==> src/rtl/eig_sched_pkg.sv <==
// Shared definitions for the eig_core round-robin scheduler.
package eig_sched_pkg;

    // One-hot regime codes reported by eig_core; NONE marks an aborted job.
    localparam logic [2:0] REGIME_OVER  = 3'b100;
    localparam logic [2:0] REGIME_CRIT  = 3'b010;
    localparam logic [2:0] REGIME_UNDER = 3'b001;
    localparam logic [2:0] REGIME_NONE  = 3'b000;

    typedef enum logic [1:0] {
        StIdle,
        StIssue,
        StWait,
        StResp
    } sched_state_e;

endpackage

==> src/rtl/eig_sched_if.sv <==
// Request, core and result buses of the eig_core scheduler.
interface eig_sched_if #(
    parameter int unsigned N_REQ = 4,
    parameter int unsigned W     = 32
);
    localparam int unsigned IDW = $clog2(N_REQ);

    // Channel front-end side
    logic [N_REQ-1:0]   req_valid;
    logic [N_REQ-1:0]   req_ready;
    logic [N_REQ*W-1:0] req_a0;
    logic [N_REQ*W-1:0] req_a1;

    // eig_core side
    logic               core_data_rdy;
    logic [W-1:0]       core_a0;
    logic [W-1:0]       core_a1;
    logic               core_done;
    logic [W-1:0]       core_kappa;
    logic [W-1:0]       core_inv_kappa;
    logic [2:0]         core_regime;

    // Result side
    logic               res_valid;
    logic               res_ready;
    logic [IDW-1:0]     res_id;
    logic [W-1:0]       res_kappa;
    logic [W-1:0]       res_inv_kappa;
    logic [2:0]         res_regime;
    logic               res_timeout;
    logic               busy;

    // Scheduler view
    modport master (
        input  req_valid, req_a0, req_a1,
        input  core_done, core_kappa, core_inv_kappa, core_regime,
        input  res_ready,
        output req_ready,
        output core_data_rdy, core_a0, core_a1,
        output res_valid, res_id, res_kappa, res_inv_kappa, res_regime, res_timeout,
        output busy
    );

    // Environment view (front-ends, core and result consumer)
    modport slave (
        output req_valid, req_a0, req_a1,
        output core_done, core_kappa, core_inv_kappa, core_regime,
        output res_ready,
        input  req_ready,
        input  core_data_rdy, core_a0, core_a1,
        input  res_valid, res_id, res_kappa, res_inv_kappa, res_regime, res_timeout,
        input  busy
    );

endinterface

==> src/rtl/eig_sched_rr_arbiter.sv <==
// Combinational round-robin arbiter: the first requester above the last grant wins.
module eig_sched_rr_arbiter #(
    parameter int unsigned N   = 4,
    parameter int unsigned IDW = $clog2(N)
) (
    input  logic [N-1:0]   req,
    input  logic [IDW-1:0] last,
    output logic [N-1:0]   grant,
    output logic [IDW-1:0] idx
);

    logic           found;
    logic [IDW-1:0] pos;

    // Walk (last+1) .. (last+N) mod N and keep the first active request.
    always_comb begin
        grant = '0;
        idx   = '0;
        found = 1'b0;
        pos   = '0;
        for (int unsigned off = 1; off <= N; off++) begin
            pos = IDW'((32'(last) + off) % N);
            if (!found && req[pos]) begin
                found      = 1'b1;
                grant[pos] = 1'b1;
                idx        = pos;
            end
        end
    end

endmodule

==> src/rtl/eig_sched.sv <==
// Round-robin scheduler sharing one eig_core between N_REQ channels, with a
// watchdog that aborts a job when the core never signals completion.
module eig_sched
    import eig_sched_pkg::*;
#(
    parameter int unsigned N_REQ   = 4,
    parameter int unsigned W       = 32,
    parameter int unsigned TIMEOUT = 1024
) (
    input logic         clk,
    input logic         rst,
    eig_sched_if.master bus
);

    localparam int unsigned IDW = $clog2(N_REQ);
    localparam int unsigned TW  = $clog2(TIMEOUT + 1);

    sched_state_e   state_q;
    logic [IDW-1:0] last_q;
    logic [IDW-1:0] id_q;
    logic [TW-1:0]  timer_q;
    logic [W-1:0]   a0_q;
    logic [W-1:0]   a1_q;
    logic [W-1:0]   kappa_q;
    logic [W-1:0]   inv_kappa_q;
    logic [2:0]     regime_q;
    logic           timeout_q;
    logic           data_rdy_q;
    logic           res_valid_q;

    logic [N_REQ-1:0] win_grant;
    logic [IDW-1:0]   win_idx;
    logic             accept;

    eig_sched_rr_arbiter #(
        .N   (N_REQ),
        .IDW (IDW)
    ) u_arb (
        .req   (bus.req_valid),
        .last  (last_q),
        .grant (win_grant),
        .idx   (win_idx)
    );

    // Grant is only offered while idle, so at most one job is ever in flight.
    always_comb begin
        bus.req_ready = (state_q == StIdle) ? win_grant : '0;
        accept        = |(bus.req_valid & bus.req_ready);
    end

    assign bus.core_data_rdy = data_rdy_q;
    assign bus.core_a0       = a0_q;
    assign bus.core_a1       = a1_q;
    assign bus.res_valid     = res_valid_q;
    assign bus.res_id        = id_q;
    assign bus.res_kappa     = kappa_q;
    assign bus.res_inv_kappa = inv_kappa_q;
    assign bus.res_regime    = regime_q;
    assign bus.res_timeout   = timeout_q;
    assign bus.busy          = (state_q != StIdle);

    // Scheduler FSM with watchdog timer and registered core/result outputs.
    always_ff @(posedge clk or posedge rst) begin
        if (rst) begin
            state_q     <= StIdle;
            last_q      <= IDW'(N_REQ - 1);
            id_q        <= '0;
            timer_q     <= '0;
            a0_q        <= '0;
            a1_q        <= '0;
            kappa_q     <= '0;
            inv_kappa_q <= '0;
            regime_q    <= REGIME_NONE;
            timeout_q   <= 1'b0;
            data_rdy_q  <= 1'b0;
            res_valid_q <= 1'b0;
        end else begin
            unique case (state_q)
                StIdle: begin
                    if (accept) begin
                        a0_q       <= bus.req_a0[32'(win_idx) * W +: W];
                        a1_q       <= bus.req_a1[32'(win_idx) * W +: W];
                        id_q       <= win_idx;
                        data_rdy_q <= 1'b1;
                        state_q    <= StIssue;
                    end
                end
                StIssue: begin
                    data_rdy_q <= 1'b0;
                    timer_q    <= '0;
                    state_q    <= StWait;
                end
                StWait: begin
                    timer_q <= timer_q + 1'b1;
                    // A done in the last watchdog cycle still counts as a normal result.
                    if (bus.core_done) begin
                        kappa_q     <= bus.core_kappa;
                        inv_kappa_q <= bus.core_inv_kappa;
                        regime_q    <= bus.core_regime;
                        timeout_q   <= 1'b0;
                        res_valid_q <= 1'b1;
                        state_q     <= StResp;
                    end else if (timer_q == TW'(TIMEOUT - 1)) begin
                        kappa_q     <= '0;
                        inv_kappa_q <= '0;
                        regime_q    <= REGIME_NONE;
                        timeout_q   <= 1'b1;
                        res_valid_q <= 1'b1;
                        state_q     <= StResp;
                    end
                end
                StResp: begin
                    if (bus.res_ready) begin
                        last_q      <= id_q;
                        res_valid_q <= 1'b0;
                        state_q     <= StIdle;
                    end
                end
                default: state_q <= StIdle;
            endcase
        end
    end

endmodule

==> src/flat_wrapper.sv <==
// flat-port wrapper written by rule: the top's interface ports become plain ports
module eig_sched_flat import eig_sched_pkg::*;
#(
    parameter int unsigned N_REQ   = 4,
    parameter int unsigned W       = 32,
    parameter int unsigned TIMEOUT = 1024
)
  (clk, rst, bus_req_valid, bus_req_a0, bus_req_a1, bus_core_done, bus_core_kappa, bus_core_inv_kappa, bus_core_regime, bus_res_ready, bus_req_ready, bus_core_data_rdy, bus_core_a0, bus_core_a1, bus_res_valid, bus_res_id, bus_res_kappa, bus_res_inv_kappa, bus_res_regime, bus_res_timeout, bus_busy);
  eig_sched_if #(.N_REQ(N_REQ), .W(W)) bus_i ();
  input logic clk;
  input logic rst;
  input wire logic [$bits(bus_i.req_valid)-1:0] bus_req_valid;
  input wire logic [$bits(bus_i.req_a0)-1:0] bus_req_a0;
  input wire logic [$bits(bus_i.req_a1)-1:0] bus_req_a1;
  input wire logic [$bits(bus_i.core_done)-1:0] bus_core_done;
  input wire logic [$bits(bus_i.core_kappa)-1:0] bus_core_kappa;
  input wire logic [$bits(bus_i.core_inv_kappa)-1:0] bus_core_inv_kappa;
  input wire logic [$bits(bus_i.core_regime)-1:0] bus_core_regime;
  input wire logic [$bits(bus_i.res_ready)-1:0] bus_res_ready;
  output wire logic [$bits(bus_i.req_ready)-1:0] bus_req_ready;
  output wire logic [$bits(bus_i.core_data_rdy)-1:0] bus_core_data_rdy;
  output wire logic [$bits(bus_i.core_a0)-1:0] bus_core_a0;
  output wire logic [$bits(bus_i.core_a1)-1:0] bus_core_a1;
  output wire logic [$bits(bus_i.res_valid)-1:0] bus_res_valid;
  output wire logic [$bits(bus_i.res_id)-1:0] bus_res_id;
  output wire logic [$bits(bus_i.res_kappa)-1:0] bus_res_kappa;
  output wire logic [$bits(bus_i.res_inv_kappa)-1:0] bus_res_inv_kappa;
  output wire logic [$bits(bus_i.res_regime)-1:0] bus_res_regime;
  output wire logic [$bits(bus_i.res_timeout)-1:0] bus_res_timeout;
  output wire logic [$bits(bus_i.busy)-1:0] bus_busy;
  assign bus_i.req_valid = bus_req_valid;
  assign bus_i.req_a0 = bus_req_a0;
  assign bus_i.req_a1 = bus_req_a1;
  assign bus_i.core_done = bus_core_done;
  assign bus_i.core_kappa = bus_core_kappa;
  assign bus_i.core_inv_kappa = bus_core_inv_kappa;
  assign bus_i.core_regime = bus_core_regime;
  assign bus_i.res_ready = bus_res_ready;
  assign bus_req_ready = bus_i.req_ready;
  assign bus_core_data_rdy = bus_i.core_data_rdy;
  assign bus_core_a0 = bus_i.core_a0;
  assign bus_core_a1 = bus_i.core_a1;
  assign bus_res_valid = bus_i.res_valid;
  assign bus_res_id = bus_i.res_id;
  assign bus_res_kappa = bus_i.res_kappa;
  assign bus_res_inv_kappa = bus_i.res_inv_kappa;
  assign bus_res_regime = bus_i.res_regime;
  assign bus_res_timeout = bus_i.res_timeout;
  assign bus_busy = bus_i.busy;
  eig_sched #(.N_REQ(N_REQ), .W(W), .TIMEOUT(TIMEOUT)) u_core (.clk(clk), .rst(rst), .bus(bus_i));
endmodule
==> config.mk <==
export PLATFORM = sky130hd
export DESIGN_NAME = eig_sched_flat
export DESIGN_NICKNAME = d
export VERILOG_FILES = /design/src/rtl/eig_sched_pkg.sv /design/src/rtl/eig_sched_if.sv /design/src/rtl/eig_sched_rr_arbiter.sv /design/src/rtl/eig_sched.sv /design/src/flat_wrapper.sv
export SDC_FILE = /design/constraint.sdc
export NUM_CORES = 1
export LEC_CHECK = 0
export ABC_AREA = 1
export ABC_CLOCK_PERIOD_IN_PS = 6400
export BUFFER_PORTS_ARGS = -buffer_cell sky130_fd_sc_hd__clkbuf_2
export CAP_MARGIN = 20
export CORE_AREA = 2 2 186 188
export CTS_CLUSTER_SIZE = 20
export DETAILED_ROUTE_END_ITERATION = 6
export DIE_AREA = 0 0 188 190
export PLACE_DENSITY_LB_ADDON = 0.1
export SYNTH_ARGS = -nofsm -noshare
export SYNTH_HDL_FRONTEND = slang
export SYNTH_HIERARCHICAL = 1
export SYNTH_SLANG_ARGS = --single-unit
==> constraint.sdc <==
create_clock -name clk -period 6.4 [get_ports clk]
set_clock_uncertainty 0.1 [all_clocks]
set_input_delay 0.64 -clock clk [delete_from_list [all_inputs] [get_ports clk]]
set_output_delay 0.64 -clock clk [all_outputs]
set_load 0.05 [all_outputs]
==> flow_metrics.env <==
export IMPL_track_usage_pct=19.3
export IMPL_grt_first_pass_wirelength_um=52300
export IMPL_layout_drive_gt1_share_pct=34.0
export IMPL_ys_types=35
export IMPL_grt_max_degree=80
export IMPL_crit_buf_inv=5
export IMPL_cts_htree_levels=4
export IMPL_relSlewSlack_pct=30.6
export IMPL_path_clk_slew_ns=0.06
export IMPL_required_ns=6.62
export IMPL_cts_sinks=151
export IMPL_die_area_sq_um=35700
export IMPL_numCtsBuffers=17
export IMPL_fin_hold_ws_ns=0.211
export IMPL_final_setup_tns_ns=0
export IMPL_clock_fmax_mhz=213
export IMPL_synth_top_area_share_pct=45.0
export IMPL_maxSlewViolCount=0
export IMPL_ir_worst_vdd_v=0.000519
export IMPL_clockBufferDepth=2
export IMPL_ys_seq_elements=151
export IMPL_postCtsSetupBuffers=0
export IMPL_critPathSlowestCell="clkinv_2"
export IMPL_cpMostUsedCell="nand2_1"
export IMPL_yosys_top_cells_area="dfrtp_1 45%, nand2_1 16%, nor2_1 10%"
export IMPL_period_minus_slack_ns=4.69
export IMPL_initial_core_util_pct=24.4
export IMPL_max_stage_delay_ns=0.81
export IMPL_yosys_area_top_type="dfrtp_1"
export IMPL_dr_pass1_iters=5
export IMPL_dr_first_iter_drc_count=439
export IMPL_crit_fanout=67
export IMPL_setup_viol=0
export IMPL_gp_congestion=0.844
export IMPL_synthCells=1143
export IMPL_grt_antenna_before_repair=6
export IMPL_syn_to_final_growth_pct=39.1
export IMPL_nNetsFinal=1915
export IMPL_hold_class="in2async"
export IMPL_yosysMostFrequentCell="nand2_1"
export IMPL_cp_cell_sequence="inv_8, ha_1, inv_1, nand3_1, nand2_1, nand2_1, nor2_1, nor2_1, nor2_4, buf_4, clkinv_2, buf_4, o21ai_0, o22ai_1, nand2_1, nand2_1"
export IMPL_routedWlPerCell_um=17.3
export IMPL_avgViaCountPerCell=4.40
export IMPL_avgSynthCellArea_sq_um=7.25
export IMPL_routed_wl_um=35300
export IMPL_cts_resized=0
export IMPL_finalWorstSetupSlack_ns=1.71
export IMPL_cp_top_family="buffers and inverters"
export IMPL_fp_dieW_um=188
export IMPL_synth_ff_type="dfrtp_1"
export IMPL_synth_edf_count=0
export IMPL_fillCellCount=3781
export IMPL_final_cell_area_sq_um=11500
export IMPL_ff2ff_setup_slack_ns=1.71
export IMPL_async_flop_share_pct=100
export IMPL_synth_warnings=6
export IMPL_num_vias=8993
export IMPL_io_pins=472
export IMPL_postPlaceCellArea_sq_um=10900
export IMPL_seq_area_frac_synth_pct=45.6
export IMPL_ys_top_cells_by_count="357 x nand2_1, 231 x nor2_1, 149 x dfrtp_1, 137 x o21ai_0, 36 x o22ai_1"
export IMPL_row_count=68
export IMPL_final_util_pct=34.0
export IMPL_finalHoldViolations=0
export IMPL_outcome="completed"
export IMPL_core_sq_um=33900
export IMPL_overflow=0
export IMPL_cts_tree="yes"
export IMPL_first_global_vias=8808
export IMPL_cp_start_kind="flop"
export IMPL_rsz0062_at_grt="false"
export IMPL_die_h_um=190
export IMPL_leakage_nw=6.29
export IMPL_syn_area_sq_um=8290
export IMPL_syn_nets=1488
export IMPL_cellPowerDensity_nw_per_um2=731
export IMPL_holdBufCountCts=0
export IMPL_path_class="reg2reg"
export IMPL_tightest_slew_ns=1.04
export IMPL_fin_crit_sh_pct=73.2
export IMPL_io_buffers=471
export IMPL_clock_latency_ns=0.44
export IMPL_maxCapViolCount=0
export IMPL_root_buffer="clkbuf_16"
export IMPL_place_ws_ns=1.66
export IMPL_dp_hpwl_um=26300
export IMPL_ant_nets=0
export IMPL_drc=0
export IMPL_endpoint_kind="flop"
export IMPL_crit_arrival_ns=4.91
## state kept, by name (all words and copies together) (netlist names)
register / flops
u_core/state_q: 2
u_core/bus.res_regime: 3
u_core/bus.res_inv_kappa: 32
u_core/timer_q: 11
u_core/bus.core_a0: 32
u_core/bus.core_data_rdy: 1
u_core/bus.core_a1: 32
u_core/last_q: 2
u_core/bus.res_valid: 1
u_core/bus.res_timeout: 1
u_core/bus.res_id: 2
u_core/bus.res_kappa: 32
## power breakdown
part,internal (mW),total (mW),switching [mW]
clock network,0.574,1.02,0.445
registers,1.41,1.68,0.272
logic,1.47,5.72,4.26
## metrics by stage
| stage | power [mW] | cells |
|---|---|---|
| after floorplan | 6.04 | 1143 |
| after global placement | 7.45 | 2005 |
| after detailed placement | 7.50 | 2006 |
| after CTS | 8.54 | 2038 |
| after global routing | 9.11 | 2042 |
| final | 8.42 | 2042 |
## metal layers
layer | vias to the layer above | GRT usage [%] | share of wire, %
li1 | 4548 | - | -
met1 | 4108 | 22.9 | 41
met2 | 301 | 34.5 | 52
met3 | 36 | 4.54 | 5.2
met4 | 0 | 5.97 | 1.8
met5 | - | 0 | 0
## cell families after synthesis
family,count (synthesis),share of synthesized area [%]
buffers and inverters,109,6.34
and+or+nand+nor,644,31.0
muxes,2,0.272
adders and majority gates,14,2.11
DFF,151,45.6
AOI/OAI and AO/OA,223,14.6
## cells in the final DEF, fill, tap and decap left out, types with 17 or more instances in the layout
| master | netlist | routed |
|---|---|---|
| inv_1 | 31 | 29 |
| clkbuf_2 | 2 | 471 |
| a31oi_1 | 28 | 28 |
| nand2_1 | 357 | 357 |
| dfrtp_1 | 149 | 149 |
| nor2_1 | 231 | 230 |
| nand3_1 | 35 | 34 |
| clkbuf_16 | 0 | 17 |
| o21ai_0 | 137 | 137 |
| o22ai_1 | 36 | 36 |
## path summary, 6_finish.rpt
check | startpoint | endpoint | cells after the start
worst max-delay path | u_core/last_q[0] | u_core/bus.core_a0[15] | 16
worst min-delay path | rst | u_core/bus.res_kappa[0] | 2
worst max register to register | u_core/last_q[0] | u_core/bus.core_a0[15] | 16
worst min register to register | u_core/bus.res_inv_kappa[22] | u_core/bus.res_inv_kappa[22] | 2
max in group asynchronous | rst | u_core/bus.core_a0[19] | 3
min in group clk | bus_core_kappa[22] | u_core/bus.res_kappa[22] | 3
## area by class of cell
| cell class | count | area, sq um | share of cell area (%) |
|---|---|---|---|
| inverter | 36 | 150 | 1.30 |
| clock inverter | 11 | 111 | 0.966 |
| timing repair buffer | 481 | 2440 | 21.2 |
| multi-input combinational | 883 | 3990 | 34.6 |
| antenna | 4 | 10.0 | 0.0868 |
| sequential | 151 | 3780 | 32.8 |
| clock buffer | 21 | 470 | 4.08 |
| tap | 455 | 569 | 4.94 |
No activity file was read; power rests on OpenSTA's default activity.
